File: src/rtl/fullxor_sched.sv
`timescale 1ns/1ps
// fullxor_sched: controller for the masked full-XOR share-compression datapath.
// Grants one requester at a time (round-robin), pairs it with one fresh PRNG
// word, sequences the datapath dvld/ena controls and returns the collapsed
// result tagged with the requester id.
// Optional build macro FULLXOR_SCHED_ZEROIZE_EN adds two clean-up states that
// overwrite the datapath share register with zeros after every response.
module fullxor_sched #(
  parameter int K_WIDTH  = 32,
  parameter int N_SHARES = 8,
  parameter int RANDNUM  = 12,
  parameter int N_REQ    = 2,
  parameter int WAIT_MAX = 4,
  localparam int MASKWIDTH = K_WIDTH * N_SHARES,
  localparam int ID_W      = (N_REQ > 1) ? $clog2(N_REQ) : 1
) (
  input  logic                         clk,
  input  logic                         rst_n,
  input  logic [N_REQ-1:0]             req_vld,
  input  logic [N_REQ*MASKWIDTH-1:0]   req_x,
  output logic [N_REQ-1:0]             req_rdy,
  input  logic                         rnd_vld,
  input  logic [K_WIDTH*RANDNUM-1:0]   rnd_data,
  output logic                         rnd_rdy,
  output logic                         dp_dvld,
  output logic                         dp_ena,
  output logic [K_WIDTH*RANDNUM-1:0]   dp_rnd,
  output logic [MASKWIDTH-1:0]         dp_x,
  input  logic [K_WIDTH-1:0]           dp_z,
  input  logic                         dp_ovld,
  output logic                         rsp_vld,
  output logic [K_WIDTH-1:0]           rsp_z,
  output logic [ID_W-1:0]              rsp_id,
  input  logic                         rsp_rdy,
  output logic                         busy,
  output logic                         err
);

  // wcnt only has to reach WAIT_MAX-1
  localparam int WCNT_W = (WAIT_MAX > 1) ? $clog2(WAIT_MAX) : 1;

  typedef enum logic [2:0] {
    ST_IDLE = 3'd0,
    ST_WAIT = 3'd1,
    ST_RESP = 3'd2
`ifdef FULLXOR_SCHED_ZEROIZE_EN
    ,
    ST_CLR0 = 3'd3,
    ST_CLR1 = 3'd4
`endif
  } state_e;

  state_e              state_q, state_d;
  logic [ID_W-1:0]     rr_ptr_q, rr_ptr_d;
  logic [ID_W-1:0]     id_q, id_d;
  logic [WCNT_W-1:0]   wcnt_q, wcnt_d;
  logic [K_WIDTH-1:0]  rsp_z_q, rsp_z_d;
  logic [ID_W-1:0]     rsp_id_q, rsp_id_d;
  logic                err_q, err_d;

  logic                req_any;
  logic [ID_W-1:0]     grant_idx;
  logic [ID_W-1:0]     cand;
  logic [MASKWIDTH-1:0] grant_x;
  logic [ID_W-1:0]     next_ptr;

  // Pointer handed to the requester after the one currently owning the datapath
  assign next_ptr = ID_W'((int'(id_q) + 1) % N_REQ);

  // Round-robin search: first valid requester at or after rr_ptr, wrapping
  always_comb begin
    req_any   = 1'b0;
    grant_idx = '0;
    cand      = '0;
    for (int k = 0; k < N_REQ; k++) begin
      cand = ID_W'((int'(rr_ptr_q) + k) % N_REQ);
      if (!req_any && req_vld[cand]) begin
        req_any   = 1'b1;
        grant_idx = cand;
      end
    end
  end

  // Select the granted requester's share vector
  always_comb begin
    grant_x = '0;
    for (int r = 0; r < N_REQ; r++) begin
      if (grant_idx == ID_W'(r)) begin
        grant_x = req_x[r*MASKWIDTH +: MASKWIDTH];
      end
    end
  end

  // Next-state and output decode; everything idles at zero unless a state drives it
  always_comb begin
    state_d  = state_q;
    rr_ptr_d = rr_ptr_q;
    id_d     = id_q;
    wcnt_d   = wcnt_q;
    rsp_z_d  = rsp_z_q;
    rsp_id_d = rsp_id_q;
    err_d    = err_q;
    req_rdy  = '0;
    rnd_rdy  = 1'b0;
    dp_dvld  = 1'b0;
    dp_ena   = 1'b0;
    dp_x     = '0;
    dp_rnd   = '0;
    rsp_vld  = 1'b0;
    case (state_q)
      ST_IDLE: begin
        if (req_any && rnd_vld) begin
          req_rdy = N_REQ'(1) << grant_idx;
          rnd_rdy = 1'b1;
          dp_x    = grant_x;
          dp_rnd  = rnd_data;
          dp_dvld = 1'b1;
          dp_ena  = 1'b1;
          id_d    = grant_idx;
          wcnt_d  = '0;
          state_d = ST_WAIT;
        end
      end
      ST_WAIT: begin
        dp_ena = 1'b1;
        if (dp_ovld) begin
          rsp_z_d  = dp_z;
          rsp_id_d = id_q;
          state_d  = ST_RESP;
        end else if (wcnt_q == WCNT_W'(WAIT_MAX - 1)) begin
          err_d    = 1'b1;
          rr_ptr_d = next_ptr;
          state_d  = ST_IDLE;
        end else begin
          wcnt_d = wcnt_q + WCNT_W'(1);
        end
      end
      ST_RESP: begin
        rsp_vld = 1'b1;
        if (rsp_rdy) begin
          rr_ptr_d = next_ptr;
`ifdef FULLXOR_SCHED_ZEROIZE_EN
          rsp_z_d  = '0;
          state_d  = ST_CLR0;
`else
          state_d  = ST_IDLE;
`endif
        end
      end
`ifdef FULLXOR_SCHED_ZEROIZE_EN
      ST_CLR0: begin
        dp_dvld = 1'b1;
        dp_ena  = 1'b1;
        state_d = ST_CLR1;
      end
      ST_CLR1: begin
        dp_ena  = 1'b1;
        state_d = ST_IDLE;
      end
`endif
      default: begin
        state_d = ST_IDLE;
      end
    endcase
  end

  // State and bookkeeping registers; reset abandons any operation in flight
  always_ff @(posedge clk or negedge rst_n) begin
    if (!rst_n) begin
      state_q  <= ST_IDLE;
      rr_ptr_q <= '0;
      id_q     <= '0;
      wcnt_q   <= '0;
      rsp_z_q  <= '0;
      rsp_id_q <= '0;
      err_q    <= 1'b0;
    end else begin
      state_q  <= state_d;
      rr_ptr_q <= rr_ptr_d;
      id_q     <= id_d;
      wcnt_q   <= wcnt_d;
      rsp_z_q  <= rsp_z_d;
      rsp_id_q <= rsp_id_d;
      err_q    <= err_d;
    end
  end

  assign rsp_z  = rsp_z_q;
  assign rsp_id = rsp_id_q;
  assign err    = err_q;
  assign busy   = (state_q != ST_IDLE);

endmodule

File: config.mk
export PLATFORM = sky130hd
export DESIGN_NAME = fullxor_sched
export DESIGN_NICKNAME = d
export VERILOG_FILES = /design/src/rtl/fullxor_sched.sv
export SDC_FILE = /design/constraint.sdc
export NUM_CORES = 1
export LEC_CHECK = 0
export BUFFER_PORTS_ARGS = -buffer_cell sky130_fd_sc_hd__clkbuf_2
export CAP_MARGIN = 20
export CORE_AREA = 3 3 631 633
export DETAILED_ROUTE_END_ITERATION = 16
export DIE_AREA = 0 0 634 636
export GPL_TIMING_DRIVEN = 1
export PLACE_DENSITY_LB_ADDON = 0.12
export SETUP_SLACK_MARGIN = 0.02
export SYNTH_ARGS = -nofsm -noshare
export SYNTH_HDL_FRONTEND = slang
export SYNTH_SLANG_ARGS = --single-unit
File: constraint.sdc
create_clock -name clk -period 2.3 [get_ports clk]
set_input_delay 0.46 -clock clk [delete_from_list [all_inputs] [get_ports clk]]
set_output_delay 0.46 -clock clk [all_outputs]
set_load 0.01 [all_outputs]
### Yosys cells after proc, flatten, opt, wreduce, memory -nomap -nowiden

Index checks and enable logic that the tools add are counted.

| cells by class | value |
|---|---|
| shifts and indexed selects | 1 |
| reduce and logical (&&, ||, !) cells | 13 |
| mux-type cells | 32 |
| equal/unequal tests | 9 |
| bitwise gates (word level) | 1 |
| add/sub/neg operators | 3 |
| order comparisons | 2 |

Operator list:

| kind | count |
|---|---|
| two-way mux 256 bit | 3 |
| two-way mux 384 bit | 2 |
| two-way mux 1 bit | 14 |
| two-way mux 3 bit | 4 |
| two-way mux 2 bit | 5 |
| inequality test 2 bit, second input constant | 5 |
| case mux 3 bit (3 select lines) | 1 |
| AND reduction 4 bit | 2 |
| AND reduction 3 bit | 2 |
| less-than comparator 1 x 2 -> 1 bit, second input constant | 2 |
| case mux 1 bit (2 select lines) | 2 |
| case mux 2 bit (2 select lines) | 1 |
| AND reduction 2 bit | 2 |
| nonzero test 2 bit | 2 |
| == test 3 x 1 -> 1 bit, second input constant | 1 |
| == test 3 x 2 -> 1 bit, second input constant | 1 |
| logical NOT 3 bit | 1 |
| inequality test 3 bit, second input constant | 1 |
| nonzero test 3 bit | 1 |
| adder 1 bit, second input constant | 2 |
| adder 2 x 1 -> 2 bit, second input constant | 1 |
| == test 2 bit, second input constant | 1 |
| logical AND 1 bit | 2 |
| left shift 1 x 1 -> 2 bit, first input constant | 1 |
| 2 further kinds | 2 |

| storage, ports and cells | value |
|---|---|
| flip-flop bits (word level) | 41 |
| word-level logic and storage cells | 68 |
| output and inout bits | 681 |

### Depth between registers and ports, before layout

Gate-level depths: netlist of run 1.

| logic depth | value |
|---|---|
| word-level depth | 9 |
| depth in mapped cells | 7 |
| mapped depth without buffers | 4 |

### Worst setup path after synthesis of run 1

Ideal clock, no wire load.

| timing path | value |
|---|---|
| kind | input -> output |
| start | input port rnd_vld |
| end | output port dp_x[127] |
| arrival time | 1.425 ns |
| required time | 1.840 ns |
| cell stages on the path | 6 |
| slack | 0.415 ns |
| path through | nor3b_2 and3_1 buf_6 buf_6 buf_6 a22o_1 |

| on the way | value |
|---|---|
| cells in the longest elaborated chain, start to end | 3 |

RTL lines:

| item | RTL line | text |
|---|---|---|
| from (decl) | 22 | `input logic rnd_vld,` |
| logical AND 1 bit | 112 | `if (req_any && rnd_vld) begin` |
| two-way mux 256 bit | 112 |  |
| two-way mux 256 bit | 110 | `case (state_q)` |
| to (decl) | 28 | `output logic [MASKWIDTH-1:0] dp_x,` |

Every way passes these cells.

### Worst setup path after layout of run 1

| timing path | value |
|---|---|
| start | register state_q[1] |
| end | output port dp_rnd[72] |

| on the way | value |
|---|---|
| cells in the longest elaborated chain, start to end | 2 |

RTL lines:

| item | RTL line | text |
|---|---|---|
| from (decl) | 53 | `state_e state_q, state_d;` |
| from (signal assigned) | 178 | `state_q <= state_d;` |
| logical NOT 3 bit | 110 |  |
| two-way mux 384 bit | 110 |  |
| to (decl) | 27 | `output logic [K_WIDTH*RANDNUM-1:0] dp_rnd,` |

Every way passes these cells.

==> results by group, run 1 <==
Critical path
  – Worst path arrival time: 2.21 ns
  – Element type at the critical path start: flip-flop
  – RR Endpoint: id_q$_DFFE_PN0P_
  – Critical path class: flip-flop to output port
  – R2R setup slack: 0.49 ns
  – Worst-case reg-to-reg path depth: 7
  – Critical path peak fanout: 15
  – Crit path capture type: output port
  – CP Data Required Time: 1.84 ns
  – Worst flop-to-flop path startpoint: state_q[1]$_DFFE_PN0P_

Timing
  – RSZ-0062 raised after global routing: true
  – FMAX: 0.374 GHz
  – Clk_skew: 0.00333 ns
  – Final setup vio count: 643
  – Slew headroom: 0.581
  – Final WS setup: -0.374 ns
  – Post-route minimum period: 2.67 ns
  – Final Cycle Share: 1.16
  – Worst slew pin tran: 0.629 ns
  – Slew Viols, Final: 0
  – Fin. Hold Viols: 0

Logic synthesis
  – Syn Inst Count: 850
  – Adder-cell share of the synthesized area: 0.00179
  – Top cells by count, synth: 384 x and2_1, 258 x a22o_1, 40 x dfrtp_1
  – Count leader, synth: and2_1
  – Multiplexer area fraction after synthesis: 0.0577
  – Area leader, netlist: and2_1
  – Syn Area/Cell: 8.22 sq um
  – Post-synthesis xor/xnor area fraction: 0
  – Ys flop type: dfrtp_1
  – Post-synth ARST share: 1.00
  – Syn. warnings: 0
  – Synth Area in Compound Gates: 0.332
  – Yosys cell types: 27
  – Synthesized cell area: 6980 sq um
  – Register area share after synthesis: 0.143
  – Main combinational cell family by area after synthesis: simple AND/OR/NAND/NOR gates
  – Post-Synth Simple-Gate Area: 0.356
  – Main area contributors after synthesis: and2_1 34%, a22o_1 32%, dfrtp_1 14%, mux2_2 5.5%, buf_6 4.4%
  – Synth top area share: 0.344
  – Post-synth EDFFs: 0
  – Synth Register Bits: 40
  – Syn Nets: 1786

GRT
  – First-pass GRT wire length: 346000 um
  – Initial antenna violation count: 407
  – Total Routing Usage GR: 0.146
  – Pin count of the biggest net entering global routing: 41
  – GR Overflow Total: 0
  – Vias in the first global route: 15900

Detailed routing
  – DRC Markers: 0
  – Final ANT Viol Nets: 0
  – DR pass1 iterations: 5
  – Total number of vias: 16700
  – DRT Wirelength: 311000 um
  – Avg WL per Cell: 39.6 um
  – Vias/cell: 2.12
  – 1st-iter DRT viols: 867

Clocking
  – Maximum level of the CTS H-tree: 2
  – Clock buffer depth: 2
  – CTS Sinks: 40
  – CTS tree: yes
  – Root buf cell: clkbuf_16
  – Worst skew pair latency: 0.31 ns
  – Total CTS buffers: 5
  – CTS Hold Bufs: 0
  – Worst-path clk slew: 0.07 ns

Status
  – Failing checks: negative setup slack
  – Outcome: finished with violations

Placement
  – GPL Wtd Cong: 0.954
  – Detailed placer's ending HPWL: 289000 um
  – # port buffers: 1615
  – Cells after DPL: 7697

Floorplan
  – FP Rows: 230
  – Core area: 393000 sq um
  – Initial Utilization: 0.0178
  – I/O pin count: 1616
  – Die Wd: 634 um
  – Die ar.: 403000 sq um
  – Chip height: 636 um

Cells and area
  – Core Util, Final: 0.0707
  – P&R area growth vs syn: 298%
  – Nets@finish: 3528
  – Non-filler instance count after layout: 7868
  – Layout cells sized above 1: 0.768

Worst hold path
  – Type of the worst min-delay path: input pin to asynchronous set/reset pin

Pwr
  – Maximum VDD drop: 0.248 mV
  – Leak pwr: 12.5 nW
  – Power per cell area: 538 nW/um^2

Job
  – MaxCap Viol Count: 0
==> metrics by stage <==
| stage | area (sq um) | TNS, ns | setup slack (ns) | power, mW | hold slack [ns] |
|---|---|---|---|---|---|
| 4_1_cts | 26000 | -221.30 | -0.481 | 14.6 | 0.264 |
| 2_1_floorplan | 6980 | 0 | 0.415 | 4.57 | 0.164 |
| 6_report | 27800 | -174.58 | -0.374 | 14.9 | 0.250 |
| 5_1_grt | 27700 | -249.87 | -0.483 | 15.8 | 0.291 |
| 3_5_place_dp | 23800 | -302.97 | -1.50 | 12.3 | 0.458 |
| 3_3_place_gp | 23800 | -310.24 | -1.53 | 12.4 | 0.459 |
==> cells in the final DEF (no fill, tap or decap), drive strengths merged <==
cell type and n:
clkbuf 1421, buf 425, and2 384, a22o 258, diode 55, dfrtp 40
mux2 34, inv 4, nor2 3, nand2b 2, mux2i 2, o21ai 2
or2 2, and3 2, bufbuf 2, o21a 2, nand3b 1, o21ba 1
nor4bb 1, a21oi 1, o41ai 1, nor3b 1, nand2 1, o21bai 1
ha 1, clkinvlp 1
==> flip-flops by register name, summed over array words and instances, names as in the netlist <==
| name | cells |
|---|---|
| rsp_z | 32 |
| state_q | 2 |
| wcnt_q | 2 |
| err | 1 |
| id_q | 1 |
| rr_ptr_q | 1 |
| rsp_id | 1 |
==> final cells by class <==
| class | count | area, sq um |
|---|---|---|
| Timing Repair Buffer | 1841 | 14200 |
| Inverter | 4 | 15.0 |
| Multi-Input combinational cell | 700 | 5750 |
| Clock inverter | 1 | 7.51 |
| Tap cell | 5220 | 6530 |
| Clock buffer | 7 | 143 |
| Fill cell | 46500 | 365000 |
| Sequential cell | 40 | 1000 |
| Antenna cell | 55 | 138 |
==> critical path: stages, from the launching register on <==
cell	delay [ns]
dfrtp_1	0.41
nor3b_4	0.25
o21a_4	0.19
buf_16	0.18
buf_12	0.14
buf_16	0.16
and2_1	0.20
buf_12	0.14
clkbuf_2	0.15
==> metal layers <==
metal	GRT usage	wire (um)	up-vias
li1	-	-	6613
met1	0.146	107000	7701
met2	0.282	164000	1423
met3	0.0689	32800	699
met4	0.0118	6600	236
met5	0	1550	-
==> how the worst max path moves through the flow <==
stage | from | endpoint | slack [ns] | cells past startpoint
after floorplan | rnd_vld | dp_x[127] | 0.42 | 6
after global placement | rnd_vld | dp_x[23] | -1.53 | 7
after detailed placement | rnd_vld | dp_x[23] | -1.50 | 7
after CTS | state_q[0]$_DFFE_PN0P_ | dp_x[16] | -0.48 | 7
after global routing | state_q[1]$_DFFE_PN0P_ | dp_x[118] | -0.48 | 8
final | state_q[1]$_DFFE_PN0P_ | dp_rnd[72] | -0.37 | 8
==> cell families (layout without fill, tap and decap cells) <==
kind of cell | count (synthesis) | after routing
compound gates | 266 | 266
fa+ha+maj | 1 | 1
buf+inv | 110 | 1853
flops | 40 | 40
mux | 36 | 36
other cells | 0 | 55
simple gates | 397 | 397
==> power breakdown <==
part           total [mW]  switching (mW)  leakage (nW)  internal, mW
logic                12.9            7.04          12.0          5.85
clock network       0.782           0.347        0.0705         0.434
registers            1.27           0.221         0.477          1.05
==> what timing repair did <==
action,CTS,global route
resized for setup,272,334
endpoints found under the setup margin,644,644
pin swaps,37,66
gates cloned,17,18
setup buffers,38,43
No activity file was read; power rests on OpenSTA's default activity.
==> inputs of run 2 (changes only) <==
--- a/config.mk
+++ b/config.mk
@@ -11,7 +11,6 @@
 export DETAILED_ROUTE_END_ITERATION = 16
 export DIE_AREA = 0 0 634 636
 export GPL_TIMING_DRIVEN = 1
-export PLACE_DENSITY_LB_ADDON = 0.12
 export SETUP_SLACK_MARGIN = 0.02
 export SYNTH_ARGS = -nofsm -noshare
 export SYNTH_HDL_FRONTEND = slang
==> run 2 against run 1 <==
  * Sequential share of layout area shrank 0.18 points
  * Sequential cell count stayed put
  * Via count grew 8.2%
  * Cell area up 5.3%
  * Count of clock-buffer cells in the layout fell by 2
  * Non-clock buffer count down 84
  * Clock power grew 16%
  * The run still ends with negative setup slack left
  * Critical path depth stayed put
  * Largest cell class unchanged
  * Register-to-register slack improved by 0.21 ns
  * Worst hold slack lost 0.059 ns
==> results by group, run 2 (synthesized netlist as in run 1, its figures left out) <==
Clocking
  – Worst skew pair latency: 0.32 ns
  – Root buf cell: clkbuf_16
  – CTS Sinks: 40
  – Clock buffer depth: 2
  – Maximum level of the CTS H-tree: 2
  – CTS tree: yes
  – Total CTS buffers: 5
  – Worst-path clk slew: 0.08 ns

Timing
  – Fin. Hold Viols: 0
  – Slew headroom: 0.520
  – Final setup vio count: 644
  – RSZ-0062 raised after global routing: true
  – Worst slew pin tran: 0.721 ns
  – Post-route minimum period: 2.69 ns
  – Slew Viols, Final: 0
  – Setup tns final: -166.07 ns
  – Hold WS: 0.191 ns
  – Final WS setup: -0.386 ns
  – Clk_skew: 0.0120 ns
  – FMAX: 0.372 GHz
  – Final Cycle Share: 1.17

Pwr
  – Comb pwr share: 0.874
  – Maximum VDD drop: 0.227 mV
  – Switching share of power: 0.535
  – Power per cell area: 581 nW/um^2
  – Switching power: 9.10 mW
  – Total power draw: 17.0 mW
  – Power share of the clock group: 0.054
  – Leak pwr: 12.7 nW
  – Sequential power share: 0.072
  – Int Pwr: 7.90 mW

Floorplan
  – Initial Utilization: 0.0178
  – Core area: 393000 sq um
  – Chip height: 636 um
  – Die Wd: 634 um
  – FP Rows: 230
  – Die ar.: 403000 sq um
  – I/O pin count: 1616

Detailed routing
  – 1st-iter DRT viols: 1251
  – DRT Wirelength: 431000 um
  – Avg WL per Cell: 54.8 um
  – Total number of vias: 18000
  – DRC Markers: 0
  – Vias/cell: 2.29
  – DR pass1 iterations: 5
  – Final ANT Viol Nets: 0

Placement
  – GPL Wtd Cong: 1.09
  – # port buffers: 1615
  – Setup WS pre-CTS: -0.884 ns
  – Detailed placer's ending HPWL: 408000 um

Cells and area
  – Multi-input gate area: 6110 sq um
  – Storage element area: 1000 sq um
  – Largest register FFs: 32
  – Nets@finish: 3444
  – P&R area growth vs syn: 319%
  – Commonest non-fill, non-tap cell in the layout: clkbuf_2
  – Fillcell total: 46100
  – Layout cells sized above 1: 0.774
  – Commonest non-fill, non-tap cells in the layout: 1244 x clkbuf_2, 345 x and2_1, 314 x buf_12

Critical path
  – Crit-path cells: nor3b_2 > buf_4 > o21a_4 > buf_12 > buf_16 > buf_8 > and2_1 > clkbuf_2
  – Critical-path top delay cell: dfrtp_1
  – Worst path arrival time: 2.23 ns
  – Crit path capture type: output port
  – CP max stage delay: 0.41 ns
  – Element type at the critical path start: flip-flop
  – Critical path class: flip-flop to output port
  – CP Data Required Time: 1.84 ns
  – Critical path peak fanout: 22

GRT
  – Vias in the first global route: 15600
  – Pin count of the biggest net entering global routing: 43
  – First-pass GRT wire length: 462000 um
  – Total Routing Usage GR: 0.205
  – Initial antenna violation count: 649
  – GR Overflow Total: 0

Status
  – Failing checks: negative setup slack
  – Outcome: finished with violations

Worst hold path
  – Type of the worst min-delay path: input pin to asynchronous set/reset pin

Job
  – MaxCap Viol Count: 0
## run 2: worst max-delay path: cells and delay by family (launching register included)
kind	cells	cell delay [ns]
AO/OA/AOI/OAI	1	0.12
buffers and inverters	5	0.85
flip-flops	1	0.41
AND/OR/NAND/NOR	2	0.45
## run 2: per-stage QoR
stage / area, sq um / util / instances
floorplan: 6980 / - / 850
global placement: 26000 / 0.0662 / 7657
detailed placement: 26000 / 0.0662 / 7657
CTS: 28100 / 0.0717 / 7714
global route: 29000 / 0.0739 / 7772
finish: 29200 / 0.0745 / 7863
## run 2: timing repair
action,in CTS,in global routing
buffers inserted,28,7
resized for setup,227,196
pin swaps,54,18
endpoints found under the setup margin,644,644
hold buffers,0,0
cloned,21,12
## run 2: layer usage
layer | GRT usage | share of wire | vias up | wire length, um
li1 | - | - | 6541 | -
met1 | 0.186 | 0.31 | 7988 | 136000
met2 | 0.385 | 0.51 | 2025 | 221000
met3 | 0.131 | 0.14 | 1158 | 59600
met4 | 0.0262 | 0.029 | 330 | 12400
met5 | 0 | 0.0051 | - | 2180
## run 2: area by class of cell
class | count | area share
antenna | 134 | 0.0115
sequential | 40 | 0.0342
multi-input combinational | 700 | 0.209
clock buffer | 5 | 0.00428
timing repair buffer | 1757 | 0.516
inverter | 4 | 0.000513
clock inverter | 3 | 0.00158
tap | 5220 | 0.223
## run 2: power by group through the flow
stage,Clock [mW],Combinational [mW],Sequential (mW)
2_1_floorplan,0,3.20,1.37
3_3_place_gp,0,13.5,1.23
3_5_place_dp,0,13.5,1.25
4_1_cts,0.955,14.9,1.23
5_1_grt,0.979,15.5,1.27
6_report,0.910,14.9,1.23
## run 2: worst paths after layout
check / start / endpoint / slack [ns] / cells after the start
worst max-delay path: state_q[1]$_DFFE_PN0P_ / dp_rnd[358] / -0.39 / 8
worst min-delay path: rst_n / rsp_z[12]$_DFFE_PN0P_ / 0.19 / 1
worst max register to register: state_q[1]$_DFFE_PN0P_ / id_q$_DFFE_PN0P_ / 0.70 / 6
worst min register to register: id_q$_DFFE_PN0P_ / rr_ptr_q$_DFFE_PN0P_ / 0.47 / 1
max in group asynchronous: rst_n / rsp_z[25]$_DFFE_PN0P_ / 1.45 / 2
min in group clk: rsp_rdy / state_q[1]$_DFFE_PN0P_ / 0.37 / 2
